File: config.mk
export PLATFORM = sky130hd
export DESIGN_NAME = regfile_bist
export DESIGN_NICKNAME = d
export VERILOG_FILES = /design/src/rtl/regfile_bist.sv
export SDC_FILE = /design/constraint.sdc
export NUM_CORES = 1
export LEC_CHECK = 0
export CAP_MARGIN = 10
export CORE_MARGIN = 2
export CORE_UTILIZATION = 54
export CTS_BUF_LIST = sky130_fd_sc_hd__clkbuf_4 sky130_fd_sc_hd__clkbuf_8 sky130_fd_sc_hd__clkbuf_16
export DETAILED_ROUTE_END_ITERATION = 10
export PLACE_DENSITY_LB_ADDON = 0.3
export SYNTH_ARGS = -nofsm -noshare
export SYNTH_HDL_FRONTEND = slang
export SYNTH_SLANG_ARGS = --single-unit
File: constraint.sdc
create_clock -name CLK -period 7.8 [get_ports CLK]
set_input_delay 1.17 -clock CLK [delete_from_list [all_inputs] [get_ports CLK]]
set_output_delay 1.17 -clock CLK [all_outputs]
set_load 0.01 [all_outputs]
File: src/rtl/regfile_bist.sv
// rtl/regfile_bist.sv - register file built-in self test
// Writes a seeded pattern, reads back in pairs, optionally repeats with inverted data.
module regfile_bist #(
  parameter bit INV_PASS = 1'b1
) (
  input  logic        CLK,
  input  logic        nRST,
  input  logic        start,
  input  logic [31:0] seed,
  output logic        WEN,
  output logic [4:0]  wsel,
  output logic [31:0] wdat,
  output logic [4:0]  rsel1,
  output logic [4:0]  rsel2,
  input  logic [31:0] rdat1,
  input  logic [31:0] rdat2,
  output logic        busy,
  output logic        done,
  output logic        pass,
  output logic [6:0]  err_count,
  output logic [4:0]  fail_reg
);

  typedef enum logic [2:0] {IDLE, WR, RD, WR_INV, RD_INV, FIN} state_t;

  state_t      state_q, state_d;
  logic [4:0]  cnt_q, cnt_d;
  logic [31:0] seed_q;
  logic        rd_active;
  logic        inv;
  logic [31:0] exp1, exp2;
  logic        mm1, mm2;
  logic [6:0]  err_next;

  function automatic logic [31:0] pattern(input logic [31:0] s, input logic [4:0] i);
    return s + ({27'd0, i} * 32'h0808_0808);
  endfunction

  always_comb begin
    state_d   = state_q;
    cnt_d     = cnt_q;
    WEN       = 1'b0;
    wsel      = 5'd0;
    wdat      = 32'd0;
    rsel1     = 5'd0;
    rsel2     = 5'd0;
    rd_active = 1'b0;
    inv       = 1'b0;
    done      = 1'b0;
    case (state_q)
      IDLE: begin
        if (start) begin
          state_d = WR;
          cnt_d   = 5'd0;
        end
      end
      WR, WR_INV: begin
        WEN   = 1'b1;
        wsel  = cnt_q;
        wdat  = (state_q == WR_INV) ? ~pattern(seed_q, cnt_q) : pattern(seed_q, cnt_q);
        cnt_d = cnt_q + 5'd1;
        if (cnt_q == 5'd31) begin
          state_d = (state_q == WR) ? RD : RD_INV;
          cnt_d   = 5'd0;
        end
      end
      RD, RD_INV: begin
        rsel1     = {cnt_q[3:0], 1'b0};
        rsel2     = {cnt_q[3:0], 1'b1};
        rd_active = 1'b1;
        inv       = (state_q == RD_INV);
        cnt_d     = cnt_q + 5'd1;
        if (cnt_q == 5'd15) begin
          state_d = (state_q == RD && INV_PASS) ? WR_INV : FIN;
          cnt_d   = 5'd0;
        end
      end
      FIN: begin
        done    = 1'b1;
        state_d = IDLE;
      end
      default: state_d = IDLE;
    endcase
  end

  // Register 0 is hardwired zero, so it never holds the written pattern.
  always_comb begin
    exp1     = (rsel1 == 5'd0) ? 32'd0 :
               (inv ? ~pattern(seed_q, rsel1) : pattern(seed_q, rsel1));
    exp2     = inv ? ~pattern(seed_q, rsel2) : pattern(seed_q, rsel2);
    mm1      = rd_active && (rdat1 != exp1);
    mm2      = rd_active && (rdat2 != exp2);
    err_next = err_count + {6'd0, mm1} + {6'd0, mm2};
  end

  assign busy = (state_q != IDLE);

  always_ff @(posedge CLK or negedge nRST) begin
    if (!nRST) begin
      state_q   <= IDLE;
      cnt_q     <= 5'd0;
      seed_q    <= 32'd0;
      err_count <= 7'd0;
      fail_reg  <= 5'd0;
      pass      <= 1'b0;
    end else begin
      state_q <= state_d;
      cnt_q   <= cnt_d;
      if (state_q == IDLE && start) begin
        seed_q    <= seed;
        err_count <= 7'd0;
        fail_reg  <= 5'd0;
        pass      <= 1'b0;
      end else if (rd_active) begin
        err_count <= err_next;
        // err_count cannot wrap, so zero means no mismatch seen yet this test
        if (err_count == 7'd0 && (mm1 || mm2))
          fail_reg <= mm1 ? rsel1 : rsel2;
        if (state_d == FIN)
          pass <= (err_next == 7'd0);
      end
    end
  end

endmodule

# ---- Word-level counts from Yosys, hierarchy flattened
# Index checks and enable logic that the tools add are counted.
dict set report word_totals {
  reg_bits 53
  in_bits 99
  output_inout_bits 63
  elab_cells 79
}
dict set report op_classes {
  add_sub_neg 6
  n_mul 3
  n_eq_ne 11
  mux 31
  n_bitwise 3
  n_reduce_logical 19
}
# cell n
set op_table {}
lappend op_table {{32-bit 2-to-1 mux} 5}
lappend op_table {{32-bit adder} 3}
lappend op_table {{32-bit inverter} 3}
lappend op_table {{5-bit by 25-bit multiplier with 29-bit output, second input constant} 3}
lappend op_table {{32-bit != test} 2}
lappend op_table {{5-bit 2-to-1 mux} 10}
lappend op_table {{3-bit 2-to-1 mux} 5}
lappend op_table {{5-bit one-hot mux with 3 select lines} 1}
lappend op_table {{7-bit by 1-bit adder with 7-bit output} 2}
lappend op_table {{7-bit zero test} 2}
lappend op_table {{7-bit 2-to-1 mux} 2}
lappend op_table {{3-bit equality test, second input constant} 3}
lappend op_table {{3-bit one-hot mux with 3 select lines} 1}
lappend op_table {{1-bit 2-to-1 mux} 7}
lappend op_table {{3-bit by 2-bit equality test with 1-bit output, second input constant} 2}
lappend op_table {{2-bit AND reduction} 3}
lappend op_table {{2-bit nonzero test} 3}
lappend op_table {{3-bit nonzero test} 2}
lappend op_table {{5-bit by 1-bit adder with 5-bit output, second input constant} 1}
lappend op_table {{5-bit by 4-bit equality test with 1-bit output, second input constant} 1}
lappend op_table {{5-bit equality test, second input constant} 1}
lappend op_table {{5-bit zero test} 1}
lappend op_table {{1-bit logical AND} 4}
lappend op_table {{2-bit OR reduction} 2}
lappend op_table {{4 further kinds} 4}

# ---- Longest topological paths before layout
# Gate-level depths: netlist of the first run.
dict set report logic_depth {
  word_depth 16
  ltp_mapped 28
}

# ---- Least setup slack after synthesis of the first run
# No wires, ideal clock.
dict set report synth_timing {
  path_type {reg-to-reg}
  from {reg state_q[1]}
  to {reg pass}
  setup_ps 110
  t_arrival_ps 5565
  required_time_ps 7690
  path_slack_ps 2125
  path_stages_with_launch 25
  n_path_buf 4
  period_less_slack_ps 5675
  path_cell_list {dfrtp_1 buf_6 xor2_1 buf_6 buf_6 buf_4 and3_1 ha_1 and2_1 a31oi_1 nor2_1 or3_1 maj3_2 and4_4 a2111oi_2 nand4_1 nor4_2 nand4_2 nand2_1 fa_1 inv_1 ha_1 xor2_1 or4b_2 o41ai_1}
}
dict set report synth_via {
  elab_chain_len 16
  elab_cells_between_ends 42
  cone_classes {4 x add/sub; 2 x mul; 7 x eq/ne; 16 x mux; 2 x bitwise; 11 x reduce/logical}
}
# element line
set synth_rtl {}
lappend synth_rtl {{start, declared} 26} ;# state_t state_q, state_d;
lappend synth_rtl {{start signal, assigned} 107} ;# state_q <= state_d;
lappend synth_rtl {{3-bit equality test or 3-bit by 2-bit equality test with 1-bit output (tied branches)} 50} ;# case (state_q)
lappend synth_rtl {{2-bit OR reduction (*)} 50}
lappend synth_rtl {{5-bit 2-to-1 mux (*)} 50}
lappend synth_rtl {{named net rsel1[4]} 13} ;# output logic [4:0] rsel1,
lappend synth_rtl {{5-bit by 25-bit multiplier with 29-bit output} 36} ;# return s + ({27'd0, i} * 32'h0808_0808);
lappend synth_rtl {{32-bit adder} 36}
lappend synth_rtl {{32-bit inverter} 89} ;# (inv ? ~pattern(seed_q, rsel1) : pattern(seed_q, rsel1));
lappend synth_rtl {{32-bit 2-to-1 mux} 89}
lappend synth_rtl {{32-bit 2-to-1 mux (*)} 88} ;# exp1 = (rsel1 == 5'd0) ? 32'd0 :
lappend synth_rtl {{32-bit != test (*)} 91} ;# mm1 = rd_active && (rdat1 != exp1);
lappend synth_rtl {{1-bit logical AND (*)} 91}
lappend synth_rtl {{7-bit by 1-bit adder with 7-bit output (*) (2 in series)} 93} ;# err_next = err_count + {6'd0, mm1} + {6'd0, mm2};
lappend synth_rtl {{7-bit zero test (*)} 120} ;# pass <= (err_next == 7'd0);
lappend synth_rtl {{1-bit 2-to-1 mux (*)} 119} ;# if (state_d == FIN)
lappend synth_rtl {{1-bit 2-to-1 mux (*)} 114} ;# end else if (rd_active) begin
lappend synth_rtl {{1-bit 2-to-1 mux (*)} 109} ;# if (state_q == IDLE && start) begin
lappend synth_rtl {{end signal, assigned} 120}
lappend synth_rtl {{end, declared} 19} ;# output logic pass,
# The timed path passes the listed nets; every way through them passes the cells marked *. The select of a mux whose other input is x is not followed.
# A chain may end at the register's enable or synchronous reset.

# ---- Worst setup path in the final report of the first run
dict set report layout_timing {
  from {reg state_q[2]}
  to {reg pass}
}
dict set report layout_via {
  elab_chain_len 16
  elab_cells_between_ends 42
  cone_classes {4 x add/sub; 2 x mul; 7 x eq/ne; 16 x mux; 2 x bitwise; 11 x reduce/logical}
}
# element line
set layout_rtl {}
lappend layout_rtl {{3-bit equality test or 3-bit by 2-bit equality test with 1-bit output (tied branches)} {50, 71, 74}}
lappend layout_rtl {{2-bit OR reduction} 50}
lappend layout_rtl {{5-bit 2-to-1 mux} 50}
lappend layout_rtl {{5-bit by 25-bit multiplier with 29-bit output} 36}
lappend layout_rtl {{32-bit adder} 36}
lappend layout_rtl {{32-bit inverter} 89}
lappend layout_rtl {{32-bit 2-to-1 mux} 89}
lappend layout_rtl {{32-bit 2-to-1 mux} 88}
lappend layout_rtl {{32-bit != test} 91}
lappend layout_rtl {{1-bit logical AND} 91}
lappend layout_rtl {{7-bit by 1-bit adder with 7-bit output (2 in series)} 93}
lappend layout_rtl {{7-bit zero test} 120}
lappend layout_rtl {{1-bit 2-to-1 mux} 119}
lappend layout_rtl {{1-bit 2-to-1 mux} 114}
lappend layout_rtl {{1-bit 2-to-1 mux} 109}
# Parallel ways exist; a longest one is shown, timed or not. The select of a mux whose other input is x is not followed.

==> results.sh, run 1 <==
export IMPL_place_gp_congestion=1.085
export IMPL_overflow=0
export IMPL_post_cts_setup_buffer_count=0
export IMPL_path_delay_family="simple AND/OR/NAND/NOR gates"
export IMPL_viasPerCell=6.604
export IMPL_coreArea_mm2=0.01515
export IMPL_synth_cell_type_count=99
export IMPL_crit_top_cell="nand2_1"
export IMPL_p_seq_share_pct=36.4
export IMPL_die_area_mm2=0.01644
export IMPL_drv_slew=0
export IMPL_grt_max_degree=54
export IMPL_ctsResizeCount=0
export IMPL_hold_depth=2
export IMPL_final_util_pct=66.73
export IMPL_p_leak_nw=3.866
export IMPL_crit_arrival_ps=7090
export IMPL_switchingPower_mw=0.2906
export IMPL_hold_class="flop to flop"
export IMPL_final_area_mm2=0.01011
export IMPL_largestRegisters="seed_q x32, err_count x7"
export IMPL_wl_per_cell_um=22.93
export IMPL_cp_max_fo=29
export IMPL_layoutNonFillerInstCount=1375
export IMPL_ys_ff_latch=53
export IMPL_vias=9080
export IMPL_cts_root_buf="clkbuf_16"
export IMPL_drcViolationCount=0
export IMPL_htree_levels=2
export IMPL_power_mw=0.8496
export IMPL_rows=45
export IMPL_first_pass_iters=6
export IMPL_synth_edff_count=0
export IMPL_intPower_mw=0.5590
export IMPL_antenna_found_initial=0
export IMPL_yosys_warnings=0
export IMPL_startpoint_type="flop"
export IMPL_syn2layout_area_growth_pct=21.29
export IMPL_dp_hpwl_um=24730
export IMPL_powerDensity_mw_per_mm2=84.06
export IMPL_final_min_period_over_clock_period_pct=88.33
export IMPL_max_stage_delay_ps=640
export IMPL_die_width_um=128.2
export IMPL_placed_area_mm2=0.009956
export IMPL_synthCells=1072
export IMPL_cap_violations=0
export IMPL_pwr_share_clk_pct=28.0
export IMPL_rsz0062_at_grt="no"
export IMPL_fin_skew_ps=9.175
export IMPL_async_flop_share_pct=100.0
export IMPL_max_freq_mhz=145.1
export IMPL_crit_chain="xor2_2 > buf_4 > nand2_1 > inv_1 > ha_1 > a21o_1 > a31oi_1 > maj3_1 > a2111oi_0 > nor2_1 > a21oi_1 > mux2i_1 > nand4_1 > nor4_1 > nand2_1 > nand2_1 > fa_1 > inv_1 > ha_1 > xor2_1 > or4b_2 > o41ai_1"
export IMPL_slew_headroom_pct=33.41
export IMPL_critical_path_buf_inv_count=3
export IMPL_nets=1325
export IMPL_detail_route_iter0_violations=1165
export IMPL_clk_pin_slew_ps=80
export IMPL_syn_nets=1211
export IMPL_pin_count=162
export IMPL_syn_area_per_cell_um2=7.773
export IMPL_grt_pass1_wl_um=47960
export IMPL_end_kind="flop"
export IMPL_largest_reg_flops=32
export IMPL_worst_slack_ps=910.4
export IMPL_grt_pass1_vias=8459
export IMPL_swShare_pct=34.20
export IMPL_place_ws_ps=1154
export IMPL_worst_pin_slew_ps=996.8
export IMPL_synth_cell_area_mm2=0.008333
export IMPL_clock_sink_count=53
export IMPL_clk_latency_ps=300
export IMPL_drive_gt1_share_pct=8.088
export IMPL_vdd_drop_max_mv=0.08601
export IMPL_n_antenna_cell=0
export IMPL_drt_antenna_violating_nets=0
export IMPL_hold_ws_ps=496.4
export IMPL_period_minus_slack_ps=6890
export IMPL_fin_setup_tns_ps=0
export IMPL_status="completed"
export IMPL_seq_area_frac_synth_pct=15.92
export IMPL_regMostFlops="seed_q"
export IMPL_grt_usage_pct=37.54
export IMPL_placedCellCount=1367
export IMPL_path_class="flop to flop"
export IMPL_routed_wirelength_um=31530
export IMPL_hold_buffers=0
export IMPL_cts_made_buffers=5
export IMPL_crit_cells=22
export IMPL_dominantRegCellSynth="dfrtp_1"
export IMPL_hold_viol=0
export IMPL_port_buffers=160
export IMPL_cts_tree="built"
export IMPL_initial_core_util_pct=55.02
export IMPL_setup_viol=0
export IMPL_combPwrFrac_pct=35.6
export IMPL_crit_required_ps=8000
export IMPL_clockBufferDepth=2
export IMPL_die_y_um=128.2
export IMPL_crit_slowest_cell="dfrtp_1"
export IMPL_rr_worst_depth=22
==> worst paths after layout <==
path,start,end,slack (ps)
min in group asynchronous,nRST,err_count[5],1000
worst max-delay path,state_q[2],pass,910
worst max register to register,state_q[2],pass,910
worst min-delay path,pass,pass,500
max in group asynchronous,nRST,state_q[1],6300
worst min register to register,pass,pass,500
==> Yosys cell counts (all sizes together), types with 14 or more instances <==
| cell type | number | area share (%) |
|---|---|---|
| o21ai | 69 | 4.3 |
| nor2 | 84 | 3.8 |
| mux2 | 39 | 5.5 |
| clkbuf | 38 | 1.7 |
| a31oi | 22 | 1.7 |
| nand4 | 22 | 1.8 |
| nor4 | 20 | 1.8 |
| nor3 | 27 | 1.7 |
| inv | 27 | 1.2 |
| buf | 29 | 2.3 |
| and3 | 17 | 1.3 |
| ha | 37 | 5.6 |
| nor2b | 24 | 1.8 |
| mux2i | 18 | 2.2 |
| nand3 | 29 | 1.8 |
| xnor2 | 119 | 13 |
| xor2 | 42 | 4.4 |
| nand2 | 79 | 3.6 |
| dfrtp | 53 | 16 |
| a21o | 14 | 1.3 |
| a21oi | 57 | 3.5 |
| and2 | 21 | 1.6 |
==> worst register-to-register path, cell delays in order, from the launching register on <==
cell	delay (ps)
dfrtp_1	640
xor2_2	160
buf_4	320
nand2_1	370
inv_1	640
ha_1	390
a21o_1	200
a31oi_1	60
maj3_1	410
a2111oi_0	420
nor2_1	170
a21oi_1	270
mux2i_1	220
nand4_1	130
nor4_1	330
nand2_1	220
nand2_1	130
fa_1	260
inv_1	80
ha_1	250
xor2_1	160
or4b_2	610
o41ai_1	360
==> logic make-up after synthesis <==
family | synth area share, %
AO/OA/AOI/OAI | 23.95
XOR/XNOR | 17.01
adder cells (fa/ha/maj) | 6.772
buffers and inverters | 5.285
flip-flops | 15.92
multiplexers | 7.613
other | 0.04500
AND/OR/NAND/NOR | 23.41
==> cell usage in the layout (no fill, tap or decap), types with 27 or more instances in the layout <==
cell type,instances
clkdlybuf4s50_1,159
xor2_1,41
xnor2_1,118
nand2_1,79
mux2_2,34
nand3_1,28
nor2_1,83
a21oi_1,56
o21ai_0,66
ha_1,37
dfrtp_1,52
inv_1,27
==> layer usage <==
metal	vias to the layer above	part of all wire [%]	GRT usage (%)
li1	4162	-	-
met1	4226	41	50.67
met2	587	44	59.54
met3	105	10	7.513
met4	0	4.4	13.51
met5	-	0	0
==> area by class of cell <==
class                   count  area, um2
clock buffers               5      125.1
clock inverters             3      26.28
fillers                  1279       5039
inverters                  28      105.1
multi-input cells         924       6586
flip-flops and latches     53       1328
well taps                 188      235.2
repair buffers            174       1702
==> power by group through the flow <==
stage	sequential (mW)	combinational (mW)	clock [mW]
global route	0.310	0.323	0.252
floorplan	0.295	0.169	0
finish	0.309	0.302	0.238
CTS	0.308	0.298	0.239
global placement	0.314	0.295	0
detailed placement	0.313	0.295	0
(Power assumes the default switching activity.)
==> run 2, diff against run 1 <==
--- a/config.mk
+++ b/config.mk
@@ -8,7 +8,7 @@
 export CAP_MARGIN = 10
 export CORE_MARGIN = 2
 export CORE_UTILIZATION = 54
-export CTS_BUF_LIST = sky130_fd_sc_hd__clkbuf_4 sky130_fd_sc_hd__clkbuf_8 sky130_fd_sc_hd__clkbuf_16
+export CTS_BUF_LIST = sky130_fd_sc_hd__clkbuf_8 sky130_fd_sc_hd__clkbuf_16
 export DETAILED_ROUTE_END_ITERATION = 10
 export PLACE_DENSITY_LB_ADDON = 0.3
 export SYNTH_ARGS = -nofsm -noshare
==> results of run 2 <==
Final layout, timing and power as in run 1 (identical DEF).
==> run 3, diff against run 2 <==
==> constraint.sdc (replaced) <==
create_clock -name CLK -period 6.4 [get_ports CLK]
set_input_delay 0.96 -clock CLK [delete_from_list [all_inputs] [get_ports CLK]]
set_output_delay 0.96 -clock CLK [all_outputs]
set_load 0.01 [all_outputs]
==> results.sh, run 3 (synthesis results as in run 1) <==
export IMPL_grt_usage_pct=38.67
export IMPL_worst_slack_ps=252.0
export IMPL_pin_count=162
export IMPL_mostFrequentLayoutCells="159 x clkdlybuf4s50_1, 118 x xnor2_1, 83 x nor2_1"
export IMPL_grt_pass1_wl_um=49210
export IMPL_vdd_drop_max_mv=0.1077
export IMPL_largest_reg_flops=32
export IMPL_htree_levels=2
export IMPL_drt_antenna_violating_nets=0
export IMPL_antenna_found_initial=0
export IMPL_regMostFlops="seed_q"
export IMPL_status="completed"
export IMPL_cts_root_buf="clkbuf_16"
export IMPL_crit_arrival_ps=6340
export IMPL_crit_chain="xor2_2 > and3_1 > ha_1 > nor2b_1 > nand4_1 > a21oi_1 > or4b_1 > a31oi_1 > xnor2_1 > nand2_1 > xnor2_1 > nor4_2 > nand4_2 > nand2_1 > fa_1 > inv_1 > ha_1 > xor2_1 > or4b_2 > o41ai_1"
export IMPL_detail_route_iter0_violations=1003
export IMPL_hold_viol=0
export IMPL_startpoint_type="flop"
export IMPL_nets=1358
export IMPL_period_minus_slack_ps=6148
export IMPL_min_to="pass"
export IMPL_grt_pass1_vias=8681
export IMPL_powerDensity_mw_per_mm2=103.1
export IMPL_grt_max_degree=54
export IMPL_r2r_setup_slack_ps=250
export IMPL_crit_slowest_cell="or4b_2"
export IMPL_hold_class="flop to flop"
export IMPL_regArea_mm2=0.001328
export IMPL_fin_skew_ps=8.854
export IMPL_cts_made_buffers=5
export IMPL_final_util_pct=68.77
export IMPL_max_freq_mhz=162.7
export IMPL_clk_pin_slew_ps=80
export IMPL_wl_per_cell_um=22.97
export IMPL_die_area_mm2=0.01644
export IMPL_vias=9266
export IMPL_worstReg2RegEnd="pass"
export IMPL_drv_slew=0
export IMPL_clk_latency_ps=310
export IMPL_drive_gt1_share_pct=11.07
export IMPL_fillers=1314
export IMPL_viasPerCell=6.581
export IMPL_critical_path_buf_inv_count=1
export IMPL_placedCellCount=1400
export IMPL_layoutNonFillerInstCount=1408
export IMPL_placed_area_mm2=0.01020
export IMPL_clockBufferDepth=2
export IMPL_drcViolationCount=0
export IMPL_p_leak_nw=4.042
export IMPL_setup_viol=0
export IMPL_path_class="flop to flop"
export IMPL_first_pass_iters=5
export IMPL_hold_depth=2
export IMPL_routed_wirelength_um=32340
export IMPL_clock_sink_count=53
export IMPL_coreArea_mm2=0.01515
export IMPL_place_ws_ps=204.1
export IMPL_cts_tree="built"
export IMPL_die_y_um=128.2
export IMPL_cp_max_fo=9
export IMPL_die_width_um=128.2
export IMPL_end_kind="flop"
export IMPL_path_delay_family="simple AND/OR/NAND/NOR gates"
export IMPL_worst_pin_slew_ps=960.9
export IMPL_crit_required_ps=6590
export IMPL_max_stage_delay_ps=610
export IMPL_n_antenna_cell=0
export IMPL_dp_hpwl_um=25470
export IMPL_cap_violations=0
export IMPL_post_cts_setup_buffer_count=0
export IMPL_slew_headroom_pct=35.94
export IMPL_syn2layout_area_growth_pct=25.00
export IMPL_final_common_cell="clkdlybuf4s50_1"
export IMPL_largestRegisters="seed_q x32, err_count x7"
export IMPL_overflow=0
export IMPL_multi_input_area_mm2=0.006626
export IMPL_place_gp_congestion=1.074
export IMPL_power_mw=1.074
export IMPL_final_min_period_over_clock_period_pct=96.06
export IMPL_r2r_start="state_q[1]"
export IMPL_port_buffers=160
export IMPL_min_from="pass"
export IMPL_rr_worst_depth=20
export IMPL_rows=45
export IMPL_initial_core_util_pct=55.02
export IMPL_final_area_mm2=0.01042
[run 3: changes by cell type in the layout (fill, tap and decap cells not counted), moves of 2 or more]
cell	delta
buf_4	+33
clkinvlp_4	-2
a21oi_2	+2
inv_6	+2
a21oi_1	-2
[run 3: where the power goes]
group,internal [mW],leakage [nW],switching [mW],total (mW)
Combinational,0.191,3.30,0.178,0.369
Sequential,0.345,0.657,0.0305,0.375
Clock,0.188,0.0848,0.141,0.329
[run 3: area by class of cell]
class / count / area share, %
Multi-Input combinational cell: 924 / 63.62
Timing Repair Buffer: 207 / 18.71
Sequential cell: 53 / 12.74
Tap cell: 188 / 2.258
Clock buffer: 5 / 1.201
Inverter: 28 / 1.009
Clock inverter: 3 / 0.4565
[run 3: how the worst max path moves through the flow]
| stage | startpoint | to | cells past startpoint |
|---|---|---|---|
| 4_1_cts | state_q[1] | pass | 20 |
| 5_1_grt | state_q[1] | pass | 20 |
| 3_3_place_gp | state_q[1] | pass | 20 |
| 3_5_place_dp | state_q[1] | pass | 20 |
| 6_report | state_q[1] | pass | 20 |
| 2_1_floorplan | state_q[1] | pass | 24 |
[run 3: stage by stage]
step	TNS, ps	hold slack (ps)
after detailed placement	0	514.6
after global routing	-18.30	565.9
after CTS	0	532.6
after global placement	0	471.1
final	0	534.8
after floorplan	0	507.4
[run 3: worst min-delay path, cell delays in order (launching register included)]
cell,delay [ps]
dfrtp_1,370
nand2_1,60
o41ai_1,70
[run 3: routing by layer]
layer	vias up	track usage, %	part of all wire [%]
li1	4238	-	-
met1	4391	49.77	40
met2	535	62.23	46
met3	102	8.598	9.8
met4	0	16.94	4.7
met5	-	0	0
[run 3: timing repair]
item | CTS | global route
endpoints found under the setup margin | 0 | 1
hold buffers | 0 | 0
gates resized for setup | 0 | 8
hold endpoints to repair | 0 | 0
